### src/rtl/cpu_bus_responder_pkg.sv
// Shared constants for the Taito F2 CPU bus: chip-select region order and bus FSM states.
package system_consts;

  localparam int REGION_W = 4;

  typedef enum logic [REGION_W-1:0] {
    CS_WORK      = 4'd0,
    CS_ROM       = 4'd1,
    CS_SCREEN    = 4'd2,
    CS_COLOR     = 4'd3,
    CS_IO0       = 4'd4,
    CS_IO1       = 4'd5,
    CS_OBJECT    = 4'd6,
    CS_SOUND     = 4'd7,
    CS_PRIORITY  = 4'd8,
    CS_EXTENSION = 4'd9,
    CS_CCHIP     = 4'd10
  } region_e;

  typedef enum logic [2:0] {
    BUS_IDLE,
    BUS_WAIT,
    BUS_EXT,
    BUS_ACK,
    BUS_ERR
  } bus_state_e;

  localparam logic [REGION_W-1:0] CS_ROM_IDX = CS_ROM;

endpackage

### src/rtl/cpu_bus_responder_cs_priority_encoder.sv
// Finds the lowest-index asserted (low) chip select; valid is low when none is asserted.
import system_consts::*;

module cs_priority_encoder #(
  parameter int N_CS = 11
) (
  input  logic [N_CS-1:0]     cs_n,
  output logic [REGION_W-1:0] idx,
  output logic                valid
);

  always_comb begin
    idx   = '0;
    valid = 1'b0;
    // Scan downward so the lowest asserted index is written last and wins.
    for (int i = N_CS - 1; i >= 0; i--) begin
      if (!cs_n[i]) begin
        idx   = REGION_W'(i);
        valid = 1'b1;
      end
    end
  end

endmodule

### src/rtl/cpu_bus_responder.sv
// 68000 bus responder: per-region wait states, SDRAM ROM handshake, DTACK/BERR generation.
// Optional bus watchdog and unmapped-access bus error enabled by defining BUS_TIMEOUT_EN.
//
//   state    | meaning
//   ---------+---------------------------------------------------------
//   BUS_IDLE | waiting for AS/DS with cpu_ce; latches region and wait count
//   BUS_WAIT | counting down wait states on cpu_ce
//   BUS_EXT  | rom_req high, waiting for rom_ack from the SDRAM port
//   BUS_ACK  | DTACK asserted until AS is released
//   BUS_ERR  | BERR asserted until AS is released (BUS_TIMEOUT_EN only)
import system_consts::*;

module cpu_bus_responder #(
  parameter int N_CS    = 11,
  parameter int WS_W    = 4,
  parameter int TIMEOUT = 255
) (
  input  logic                 clk,
  input  logic                 reset,
  input  logic                 cpu_ce,
  input  logic                 cpu_as_n,
  input  logic [1:0]           cpu_ds_n,
  input  logic [N_CS-1:0]      cs_n,
  input  logic [N_CS*WS_W-1:0] cfg_wait,
  output logic                 rom_req,
  input  logic                 rom_ack,
  output logic                 cpu_dtack_n,
  output logic                 cpu_berr_n,
  output logic [3:0]           active_region
);

  bus_state_e          state, next_state;
  logic [WS_W-1:0]     wait_cnt;
  logic [REGION_W-1:0] region_q;
  logic                unmapped_q;

  logic [REGION_W-1:0] enc_idx;
  logic                enc_valid;
  logic [WS_W-1:0]     sel_wait;
  logic                cycle_start;
  logic                wd_expire;

  cs_priority_encoder #(.N_CS(N_CS)) u_cs_enc (
    .cs_n  (cs_n),
    .idx   (enc_idx),
    .valid (enc_valid)
  );

  assign cycle_start = cpu_ce && !cpu_as_n && (cpu_ds_n != 2'b11);
  assign sel_wait    = enc_valid ? cfg_wait[enc_idx*WS_W +: WS_W] : '0;

`ifdef BUS_TIMEOUT_EN
  localparam int TO_W = $clog2(TIMEOUT + 1);
  logic [TO_W-1:0] wd_cnt;

  assign wd_expire = cpu_ce && (wd_cnt == TO_W'(TIMEOUT - 1));

  always_ff @(posedge clk or posedge reset) begin
    if (reset) begin
      wd_cnt <= '0;
    end else if (state == BUS_WAIT || state == BUS_EXT) begin
      if (cpu_ce) wd_cnt <= wd_cnt + 1'b1;
    end else begin
      wd_cnt <= '0;
    end
  end
`else
  logic unused_timeout;
  assign wd_expire      = 1'b0;
  assign unused_timeout = (TIMEOUT != 0);
`endif

  always_ff @(posedge clk or posedge reset) begin
    if (reset) state <= BUS_IDLE;
    else       state <= next_state;
  end

  always_comb begin
    next_state = state;
    case (state)
      BUS_IDLE: begin
        if (cycle_start) begin
          if (!enc_valid) begin
`ifdef BUS_TIMEOUT_EN
            next_state = BUS_WAIT;
`else
            next_state = BUS_ACK;
`endif
          end else if (sel_wait != '0) begin
            next_state = BUS_WAIT;
          end else if (enc_idx == CS_ROM_IDX) begin
            next_state = BUS_EXT;
          end else begin
            next_state = BUS_ACK;
          end
        end
      end
      BUS_WAIT: begin
        if (cpu_as_n) begin
          next_state = BUS_IDLE;
        end else if (wd_expire) begin
          next_state = BUS_ERR;
        end else if (cpu_ce && !unmapped_q && wait_cnt == WS_W'(1)) begin
          next_state = (region_q == CS_ROM_IDX) ? BUS_EXT : BUS_ACK;
        end
      end
      BUS_EXT: begin
        // Abort wins over a coincident rom_ack.
        if (cpu_as_n)       next_state = BUS_IDLE;
        else if (wd_expire) next_state = BUS_ERR;
        else if (rom_ack)   next_state = BUS_ACK;
      end
      BUS_ACK, BUS_ERR: begin
        if (cpu_as_n) next_state = BUS_IDLE;
      end
      default: next_state = BUS_IDLE;
    endcase
  end

  always_comb begin
    cpu_dtack_n   = (state != BUS_ACK);
    rom_req       = (state == BUS_EXT);
    active_region = region_q;
`ifdef BUS_TIMEOUT_EN
    cpu_berr_n    = (state != BUS_ERR);
`else
    cpu_berr_n    = 1'b1;
`endif
  end

  // Region and wait count are captured once per cycle; later cs_n changes are ignored.
  always_ff @(posedge clk or posedge reset) begin
    if (reset) begin
      wait_cnt   <= '0;
      region_q   <= '0;
      unmapped_q <= 1'b0;
    end else if (state == BUS_IDLE && cycle_start) begin
      wait_cnt   <= sel_wait;
      region_q   <= enc_valid ? enc_idx : '0;
      unmapped_q <= !enc_valid;
    end else if (state == BUS_WAIT && cpu_ce && wait_cnt != '0) begin
      wait_cnt   <= wait_cnt - 1'b1;
    end
  end

endmodule

### config.mk
export PLATFORM = sky130hd
export DESIGN_NAME = cpu_bus_responder
export DESIGN_NICKNAME = d
export VERILOG_FILES = /design/src/rtl/cpu_bus_responder_pkg.sv /design/src/rtl/cpu_bus_responder_cs_priority_encoder.sv /design/src/rtl/cpu_bus_responder.sv
export SDC_FILE = /design/constraint.sdc
export NUM_CORES = 1
export LEC_CHECK = 0
export BUFFER_PORTS_ARGS = -buffer_cell sky130_fd_sc_hd__buf_2
export CAP_MARGIN = 20
export CORE_MARGIN = 4
export CORE_UTILIZATION = 49
export CTS_BUF_LIST = sky130_fd_sc_hd__clkbuf_8 sky130_fd_sc_hd__clkbuf_16
export CTS_CLUSTER_DIAMETER = 40
export DETAILED_ROUTE_END_ITERATION = 10
export PLACE_DENSITY = 0.86
export SLEW_MARGIN = 20
export SYNTH_ARGS = -nofsm -noshare
export SYNTH_HDL_FRONTEND = slang
export SYNTH_SLANG_ARGS = --single-unit
export TNS_END_PERCENT = 100
### constraint.sdc
create_clock -name clk -period 2.4 [get_ports clk]
set_input_delay 0.12 -clock clk [delete_from_list [all_inputs] [get_ports clk]]
set_output_delay 0.12 -clock clk [all_outputs]
set_load 0.02 [all_outputs]
==> reports/results.txt, run 1 <==
Final #Nets = 296
Flops & latches, synth = 11
Register area share after synthesis = 0.2101
Fillers = 233
Initial antenna violation count = 0
Final Skew = 0.005013 ns
Final setup TNS = 0 ns
Max IR drop VDD = 0.4097 mV
RSZ-0062 raised after global routing = no
Core Util, Final = 0.6756
Outcome = finished, final reports clean
Detailed Place HPWL = 3.056 mm
P_leak = 0.0008165 uW
Reg2Reg Depth = 5
Commonest cells after routing, fill and taps aside = buf_2, nand2_1, dfrtp_1
Maxcap violations = 0
Setup CP Type = input port to register
Number of global-route vias before repair = 1428
DIE AREA = 3565 um2
H-tree depth reported by CTS = 1
Grt ovf = 0
Async SR Flop Fraction = 1.000
Die height = 59.71 um
Routed Antenna Nets = 0
Initial Util = 0.5193
Yosys warnings = 0
Clk buf depth = 2
Share of the synthesized area in the top cell type = 0.2101
Hold path depth = 2
Top_reg_cell synth = dfrtp_1
Area Growth Syn to Fin = 30.09%
Final worst path period share = 0.7711
Setup violations, final = 0
Iteration count of the initial detailed-routing pass = 4
Final Max Slew Viols = 0
Synth cell types = 60
Ports = 69
Core area = 2522 um2
Pin count of the biggest net entering global routing = 19
Top post-synthesis cells by area = dfrtp_1, nand2_1, mux2i_1
Drt total wl = 3.588 mm
Cts bufs inserted = 3
Root Driver = clkbuf_8
Min-delay src = cpu_as_n
Via/cell ratio = 5.663
PortBufs = 67
Commonest non-fill, non-tap cell in the layout = buf_2
Hold Crit Class = input port to register
Synth area leader = dfrtp_1
FMAX = 0.5404 GHz
Crit-path max FO = 18
Setup bufs post-CTS = 0
Rows = 18
Clock transition at path regs = 0.05 ns
CP startpoint kind = input port
EDFF count, synth = 0
WP data arrival = 1.97 ns
Reg-to-reg slack, setup = 0.81 ns
GP Congestion = 0.9090
Drt initial violations = 67
Synth Instances = 164
Worst Hold End = state[1]$_DFFE_PP0P_
Layout cell share with drive strength beyond 1 = 0.4026
Post-Syn Area = 1310 um2
WP data required = 2.52 ns
Total GRT Usage = 0.2082
Via count = 1478
Antenna diode count = 0
DR WL/cell = 13.75 um
TritonCTS clock tree = yes
R2r startpoint = wait_cnt[0]$_DFFE_PP0P_
Pwr Density = 472.1 nW/um2
Critical Path End Type = register
Final Hold Viols = 0
First-pass GRT wire length = 5.809 mm
Drc violations = 0
Crit Reg-Reg Endpoint = wait_cnt[1]$_DFFE_PP0P_
Die W = 59.71 um
Fin crit period = 1.851 ns
Post-Synthesis Net Count = 228
Syn_area_per_cell = 7.988 um2
Skew-Pair Late Insertion Delay = 0.24 ns
Clock sinks = 11
[cells in the mapped netlist (3+ instances only)]
master	count
a32oi_1	3
a21oi_1	9
a31oi_1	3
and3_1	3
o21ai_0	6
inv_1	6
dfrtp_1	11
nand2_1	36
nand4_1	4
nor3_1	6
mux2i_1	8
nand3_1	5
buf_6	3
nor2_1	6
[power breakdown]
part	internal (uW)	switching, uW	total (uW)
Clock	112	69.9	182
Combinational	162	183	345
Sequential	233	43.7	277
[sequential cells by signal (all words and copies together), names as in the netlist]
name and cells:
unmapped_q 1, wait_cnt 4, state 2, active_region 4
[per-stage QoR]
| stage | instances | total power [uW] | hold WS, ns | setup WS, ns | cell area (um2) |
|---|---|---|---|---|---|
| 2_1_floorplan | 164 | 508.8 | -0.02756 | 0.5604 | 1310 |
| 3_3_place_gp | 256 | 610.0 | 0.1229 | 0.3613 | 1649 |
| 3_5_place_dp | 256 | 621.9 | 0.1295 | 0.3178 | 1649 |
| 4_1_cts | 261 | 808.6 | 0.1033 | 0.5672 | 1704 |
| 5_1_grt | 261 | 864.7 | 0.1055 | 0.3975 | 1704 |
| 6_report | 261 | 804.5 | 0.1050 | 0.5495 | 1704 |
[layer usage]
layer  GRT usage  share of wire  vias up
li1            -              -      739
met1      0.2590           0.40      638
met2      0.3565           0.47       89
met3     0.02592           0.10       12
met4     0.09177          0.028        0
met5           0              0        -
[cell families (layout without fill, tap and decap cells)]
| kind of cell | Yosys count | in the layout | synth area share |
|---|---|---|---|
| simple gates | 79 | 79 | 0.3142 |
| compound gates | 43 | 43 | 0.2713 |
| buf+inv | 14 | 81 | 0.06685 |
| mux | 11 | 11 | 0.09551 |
| flops | 11 | 11 | 0.2101 |
| xor+xnor | 3 | 3 | 0.02006 |
| fa+ha+maj | 2 | 2 | 0.01910 |
| other cells | 1 | 1 | 0.002863 |
[layout make-up]
cell class / count / area, um2 / share of cell area
flip-flops and latches: 11 / 275.3 / 0.1615
repair buffers: 70 / 372.9 / 0.2188
multi-input cells: 139 / 947.2 / 0.5558
clock buffers: 3 / 41.29 / 0.02423
well taps: 30 / 37.54 / 0.02203
clock inverters: 1 / 3.754 / 0.002203
inverters: 7 / 26.28 / 0.01542
[what timing repair did]
action                                 CTS  global route
endpoints found under the hold margin   11             0
resized for setup                        0             0
hold buffers                             1             0
[worst max-delay path, stage by stage]
cell and delay (ns):
buf_2 0.12, and4_2 0.26, a221oi_4 0.28, buf_12 0.19, mux2i_1 0.21, nor3_1 0.06
a31oi_1 0.19, a31oi_2 0.13, nor4_1 0.31, o21ai_1 0.09
[worst max path at each step]
stage,start,cells past startpoint,slack (ns),endpoint
detailed placement,cs_n[7],10,0.32,state[0]$_DFFE_PP0P_
floorplan,cs_n[10],9,0.56,state[0]$_DFFE_PP0P_
CTS,cs_n[7],10,0.57,state[0]$_DFFE_PP0P_
global route,cs_n[10],10,0.40,state[0]$_DFFE_PP0P_
global placement,cs_n[7],10,0.36,state[0]$_DFFE_PP0P_
finish,cs_n[7],10,0.55,state[0]$_DFFE_PP0P_
Note: power is estimated with default switching activity, not from simulation.
==> run 2: changes to the inputs <==
Settings changed: CORE_UTILIZATION 49 to 41, PLACE_DENSITY 0.86 to 0.77.
Clock period 2.4 ns to 1.5 ns, I/O delays scaled along.
==> run 2 against run 1 <==
  * The run now ends with negative setup slack left
  * Clock power increased by 62%
  * Register-to-register slack worse by 0.67 ns
  * Total power up 82%
  * Largest cell class unchanged
  * Highest routed layer unchanged
==> reports/results.txt, run 2 (same netlist as run 1, synthesis figures left out) <==
Cell Chain, Critical Path = buf_6 -> and4_4 -> a221oi_4 -> buf_6 -> mux2i_2 -> nor3_2 -> o221ai_2 -> inv_2 -> nor4_2 -> o21ai_1
Area Growth Syn to Fin = 64.18%
Maxcap violations = 0
Hold Crit Class = input port to register
Gate power share = 0.503
CP most frequent cell = buf_6
RSZ-0062 raised after global routing = yes
Fin Hold WS = 0.05753 ns
Final Max Slew Viols = 0
Reg2Reg Depth = 7
Skew-Pair Late Insertion Delay = 0.24 ns
Drc violations = 0
Total GRT Usage = 0.2096
Initial antenna violation count = 0
DIE AREA = 4163 um2
Crit-path max FO = 6
P_leak = 0.001069 uW
TritonCTS clock tree = yes
Layout cell share with drive strength beyond 1 = 0.5351
Antenna diode count = 0
Die height = 64.53 um
Iteration count of the initial detailed-routing pass = 5
Cts bufs inserted = 3
Final worst path period share = 1.122
CP max stage delay = 0.34 ns
Hold path depth = 2
First-pass GRT wire length = 6.955 mm
CP delay by family, top = compound AO/OA/AOI/OAI gates
Pint = 939.2 uW
Root Driver = clkbuf_8
Crit Reg-Reg Endpoint = wait_cnt[3]$_DFFE_PP0P_
Die W = 64.53 um
Rows = 20
GP Congestion = 0.8866
Clock share of power = 0.202
Clk buf depth = 2
R2r startpoint = state[1]$_DFFE_PP0P_
Worst Hold End = state[1]$_DFFE_PP0P_
Crit path buf inv count = 3
Core Util, Final = 0.7045
Clock transition at path regs = 0.05 ns
H-tree depth reported by CTS = 1
Initial Util = 0.4291
Grt ovf = 0
Clock sinks = 11
Slowest cell on the critical path = a221oi_4
Commonest non-fill, non-tap cell in the layout = buf_2
Final setup margin = -0.1836 ns
Failing checks = negative setup slack
Min-delay src = cpu_as_n
Fillers = 248
Drt total wl = 4.319 mm
Number of global-route vias before repair = 1629
Drt initial violations = 54
Via/cell ratio = 5.194
Total power = 1464 uW
Sw frac = 0.3583
Setup violations, final = 5
Reg-to-reg slack, setup = 0.14 ns
Commonest cells after routing, fill and taps aside = buf_2, buf_4, nand2_1
Pin count of the biggest net entering global routing = 12
FMAX = 0.5940 GHz
Ports = 69
Via count = 1636
DR WL/cell = 13.71 um
Critical Path End Type = register
Final Hold Viols = 0
Fin crit period = 1.684 ns
Max IR drop VDD = 0.2699 mV
WP data required = 1.62 ns
Outcome = finished with violations
Pwr Density = 680.5 nW/um2
Core area = 3053 um2
Final #Nets = 336
CP startpoint kind = input port
Final Skew = 0.0006149 ns
Psw = 524.5 uW
Sequential power share = 0.295
PortBufs = 67
Setup CP Type = input port to register
WP data arrival = 1.81 ns
Routed Antenna Nets = 0
Detailed Place HPWL = 3.510 mm
## run 2: how the worst max path moves through the flow
stage	to	cells after the start	slack, ns	startpoint
final	state[0]$_DFFE_PP0P_	10	-0.18	cs_n[2]
after floorplan	state[0]$_DFFE_PP0P_	8	-0.24	cs_n[7]
after CTS	state[0]$_DFFE_PP0P_	8	-0.13	cs_n[10]
after global placement	state[0]$_DFFE_PP0P_	10	-0.41	cs_n[7]
after detailed placement	state[0]$_DFFE_PP0P_	10	-0.48	cs_n[7]
after global routing	state[0]$_DFFE_PP0P_	10	-0.28	cs_n[2]
## run 2: layout make-up
class                   instances  area, um2  area share
clock buffers                   3      41.29     0.01920
clock inverters                 1      3.754    0.001745
inverters                       7      26.28     0.01222
multi-input cells             139       1018      0.4735
flip-flops and latches         11      275.3      0.1280
well taps                      44      55.05     0.02560
repair buffers                110      730.7      0.3397
## run 2: through the flow
| stage | area (um2) | std cells | TNS [ns] | setup WS [ns] |
|---|---|---|---|---|
| 2_1_floorplan | 1350 | 164 | -0.6330 | -0.2445 |
| 3_3_place_gp | 1964 | 306 | -1.789 | -0.4150 |
| 3_5_place_dp | 1964 | 306 | -2.091 | -0.4776 |
| 4_1_cts | 2138 | 315 | -0.2959 | -0.1331 |
| 5_1_grt | 2151 | 315 | -1.052 | -0.2808 |
| 6_report | 2151 | 315 | -0.5093 | -0.1836 |
## run 2: repair_timing
action,4_1_cts,5_1_grt
hold buffers,1,0
setup endpoints to repair,6,6
pin swaps,12,1
gates resized for setup,22,3
gates cloned,0,0
setup buffers,4,0
hold endpoints to repair,11,0
## run 2: routing by layer
layer / share of wire / track usage / vias up
met2: 0.48 / 0.3634 / 74
met3: 0.071 / 0.03120 / 6
li1: - / - / 815
met4: 0.012 / 0.06860 / 0
met5: 0 / 0 / -
met1: 0.44 / 0.2648 / 741
## run 2: power groups by stage
stage / combinational [uW] / clock, uW / sequential (uW)
after floorplan: 388 / 0 / 449
after global placement: 671 / 0 / 428
after detailed placement: 687 / 0 / 431
after CTS: 728 / 301 / 429
after global routing: 813 / 320 / 436
final: 737 / 295 / 432
==> run 3: changes to the inputs <==
Settings changed: ABC_AREA from default to 1, CORE_UTILIZATION 41 to 40, PLACE_DENSITY 0.77 to 0.76.
==> run 3 against run 2 <==
  * The run still ends with negative setup slack left
  * First-iteration DRC count increased by 46%
  * Global-route usage shrank 1.5 points
  * Clock power down 2%
  * Final area decreased by 0.81%
  * Critical path type unchanged
  * Largest power group unchanged
  * Highest routed layer unchanged
==> reports/results.txt, run 3 <==
Final setup TNS = -0.08686 ns
Clock sinks = 11
H-tree depth reported by CTS = 1
Hold Crit Class = input port to register
Register area share after synthesis = 0.2189
Pwr Density = 891.0 nW/um2
Drt initial violations = 79
Number of global-route vias before repair = 1576
Flops & latches, synth = 11
Rows = 20
Async SR Flop Fraction = 1.000
Setup CP Type = input port to register
Footprint of the multi-input gates = 994.7 um2
WP data required = 1.68 ns
Initial antenna violation count = 0
Reg2Reg Depth = 7
Via count = 1736
Antenna diode count = 0
Drc violations = 0
Final worst path period share = 1.029
Core area = 3028 um2
Die height = 64.07 um
GP Congestion = 0.8522
Final Max Slew Viols = 0
Commonest non-fill, non-tap cell in the layout = buf_2
Routed Antenna Nets = 0
Total power = 1901 uW
Clock transition at path regs = 0.05 ns
Drt total wl = 4.253 mm
PortBufs = 67
Max IR drop VDD = 0.3604 mV
Grt ovf = 0
DR WL/cell = 11.98 um
Maxcap violations = 0
Synth Instances = 216
DIE AREA = 4105 um2
Post-Synthesis Net Count = 280
P_leak = 0.001208 uW
RSZ-0062 raised after global routing = yes
Failing checks = negative setup slack
Top_reg_cell synth = dfrtp_1
Via/cell ratio = 4.890
CP startpoint kind = input port
First-pass GRT wire length = 6.465 mm
WP data arrival = 1.72 ns
Ports = 69
Root Driver = clkbuf_8
TritonCTS clock tree = yes
Final Hold Viols = 0
Commonest cells in the netlist = nand2_1, nand3_1, inv_1
Detailed Place HPWL = 3.209 mm
FMAX = 0.6480 GHz
Top post-synthesis cells by area = dfrtp_1, nand3_1, nand2_1
Post-Syn Area = 1257 um2
Synth cell types = 32
Synth area leader = dfrtp_1
Worst relative slew slack = 0.6675
Share of the synthesized area in the top cell type = 0.2189
Skew-Pair Late Insertion Delay = 0.24 ns
Fin Hold WS = 0.1051 ns
Reg-to-reg slack, setup = 0.02 ns
Initial Util = 0.4153
Outcome = finished with violations
Worst-Margin Slew = 0.4949 ns
Pin count of the biggest net entering global routing = 19
Yosys warnings = 0
Die W = 64.07 um
Setup violations, final = 3
Total GRT Usage = 0.1951
Fillers = 280
Iteration count of the initial detailed-routing pass = 4
Cts bufs inserted = 3
Critical Path End Type = register
Final #Nets = 376
Reg area = 275.3 um2
Crit-path max FO = 3
Clk buf depth = 2
Most numerous cell in the Yosys netlist = nand2_1
Area Growth Syn to Fin = 69.65%
Post-DP Area = 1813 um2
Final Skew = 0.004515 ns
EDFF count, synth = 0
Layout cell share with drive strength beyond 1 = 0.4630
Syn_area_per_cell = 5.822 um2
Hold path depth = 4
Commonest cells after routing, fill and taps aside = buf_2, nand2_1, nand3_1
Final setup margin = -0.04324 ns
Fin crit period = 1.543 ns
Design area = 2133 um2
-- run 3: stage by stage --
| stage | util | cells | setup WS, ns |
|---|---|---|---|
| 3_3_place_gp | 0.5988 | 345 | -0.2275 |
| 3_5_place_dp | 0.5988 | 345 | -0.2509 |
| 2_1_floorplan | - | 216 | 0.005370 |
| 5_1_grt | 0.7045 | 355 | -0.2050 |
| 4_1_cts | 0.6194 | 350 | -0.0008847 |
| 6_report | 0.7045 | 355 | -0.04324 |
-- run 3: power breakdown --
group / switching (uW) / internal (uW) / leakage, uW
registers: 68.9 / 401 / 0.000143
logic: 584 / 557 / 0.00104
clock network: 110 / 180 / 0.0000269
-- run 3: path summary, 6_finish.rpt --
kind	start	to
min in group asynchronous	reset	wait_cnt[0]$_DFFE_PP0P_
max	cs_n[10]	wait_cnt[3]$_DFFE_PP0P_
min	rom_ack	state[1]$_DFFE_PP0P_
min reg2reg	unmapped_q$_DFFE_PP0P_	unmapped_q$_DFFE_PP0P_
max reg2reg	wait_cnt[0]$_DFFE_PP0P_	wait_cnt[1]$_DFFE_PP0P_
max in group asynchronous	reset	active_region[2]$_DFFE_PP0P_
-- run 3: routing by layer --
layer,part of all wire,global-route usage,vias up
li1,-,-,903
met1,0.39,0.2270,758
met2,0.52,0.3484,66
met3,0.065,0.03866,9
met4,0.020,0.07278,0
met5,0,0,-
-- run 3: cell families (layout without fill, tap and decap cells) --
| kind of cell | Yosys count | after routing | synth area share |
|---|---|---|---|
| AOI/OAI and AO/OA | 24 | 24 | 0.1105 |
| xor gates and xnor gates | 2 | 2 | 0.01393 |
| and+or+nand+nor | 142 | 142 | 0.5075 |
| muxes | 1 | 1 | 0.007961 |
| buffers and inverters | 33 | 128 | 0.1184 |
| DFF | 11 | 11 | 0.2189 |
| adders and majority gates | 2 | 2 | 0.01990 |
| other | 1 | 1 | 0.002982 |
-- run 3: critical path, stage by stage --
cell	delay [ns]
buf_2	0.10
nand3b_1	0.14
nand2_1	0.08
nand3_2	0.10
a21oi_4	0.22
buf_4	0.15
nand2_1	0.05
o21ai_1	0.12
inv_1	0.07
a21oi_2	0.12
nand2_2	0.07
buf_4	0.13
buf_4	0.12
nor2_2	0.06
a21o_1	0.09
-- run 3: layout make-up --
cell class | instances | area share
multi-input combinational | 172 | 0.4663
timing repair buffer | 99 | 0.3138
sequential | 11 | 0.1290
inverter | 25 | 0.04399
tap | 44 | 0.02581
clock buffer | 3 | 0.01935
clock inverter | 1 | 0.001760
-- run 3: repair_timing --
item | in CTS | in global routing
setup endpoints to repair | 1 | 6
endpoints found under the hold margin | 11 | 0
hold buffers | 1 | 0
pin swaps | 1 | 30
cloned | 0 | 3
gates resized for setup | 2 | 48
buffers inserted | 0 | 2
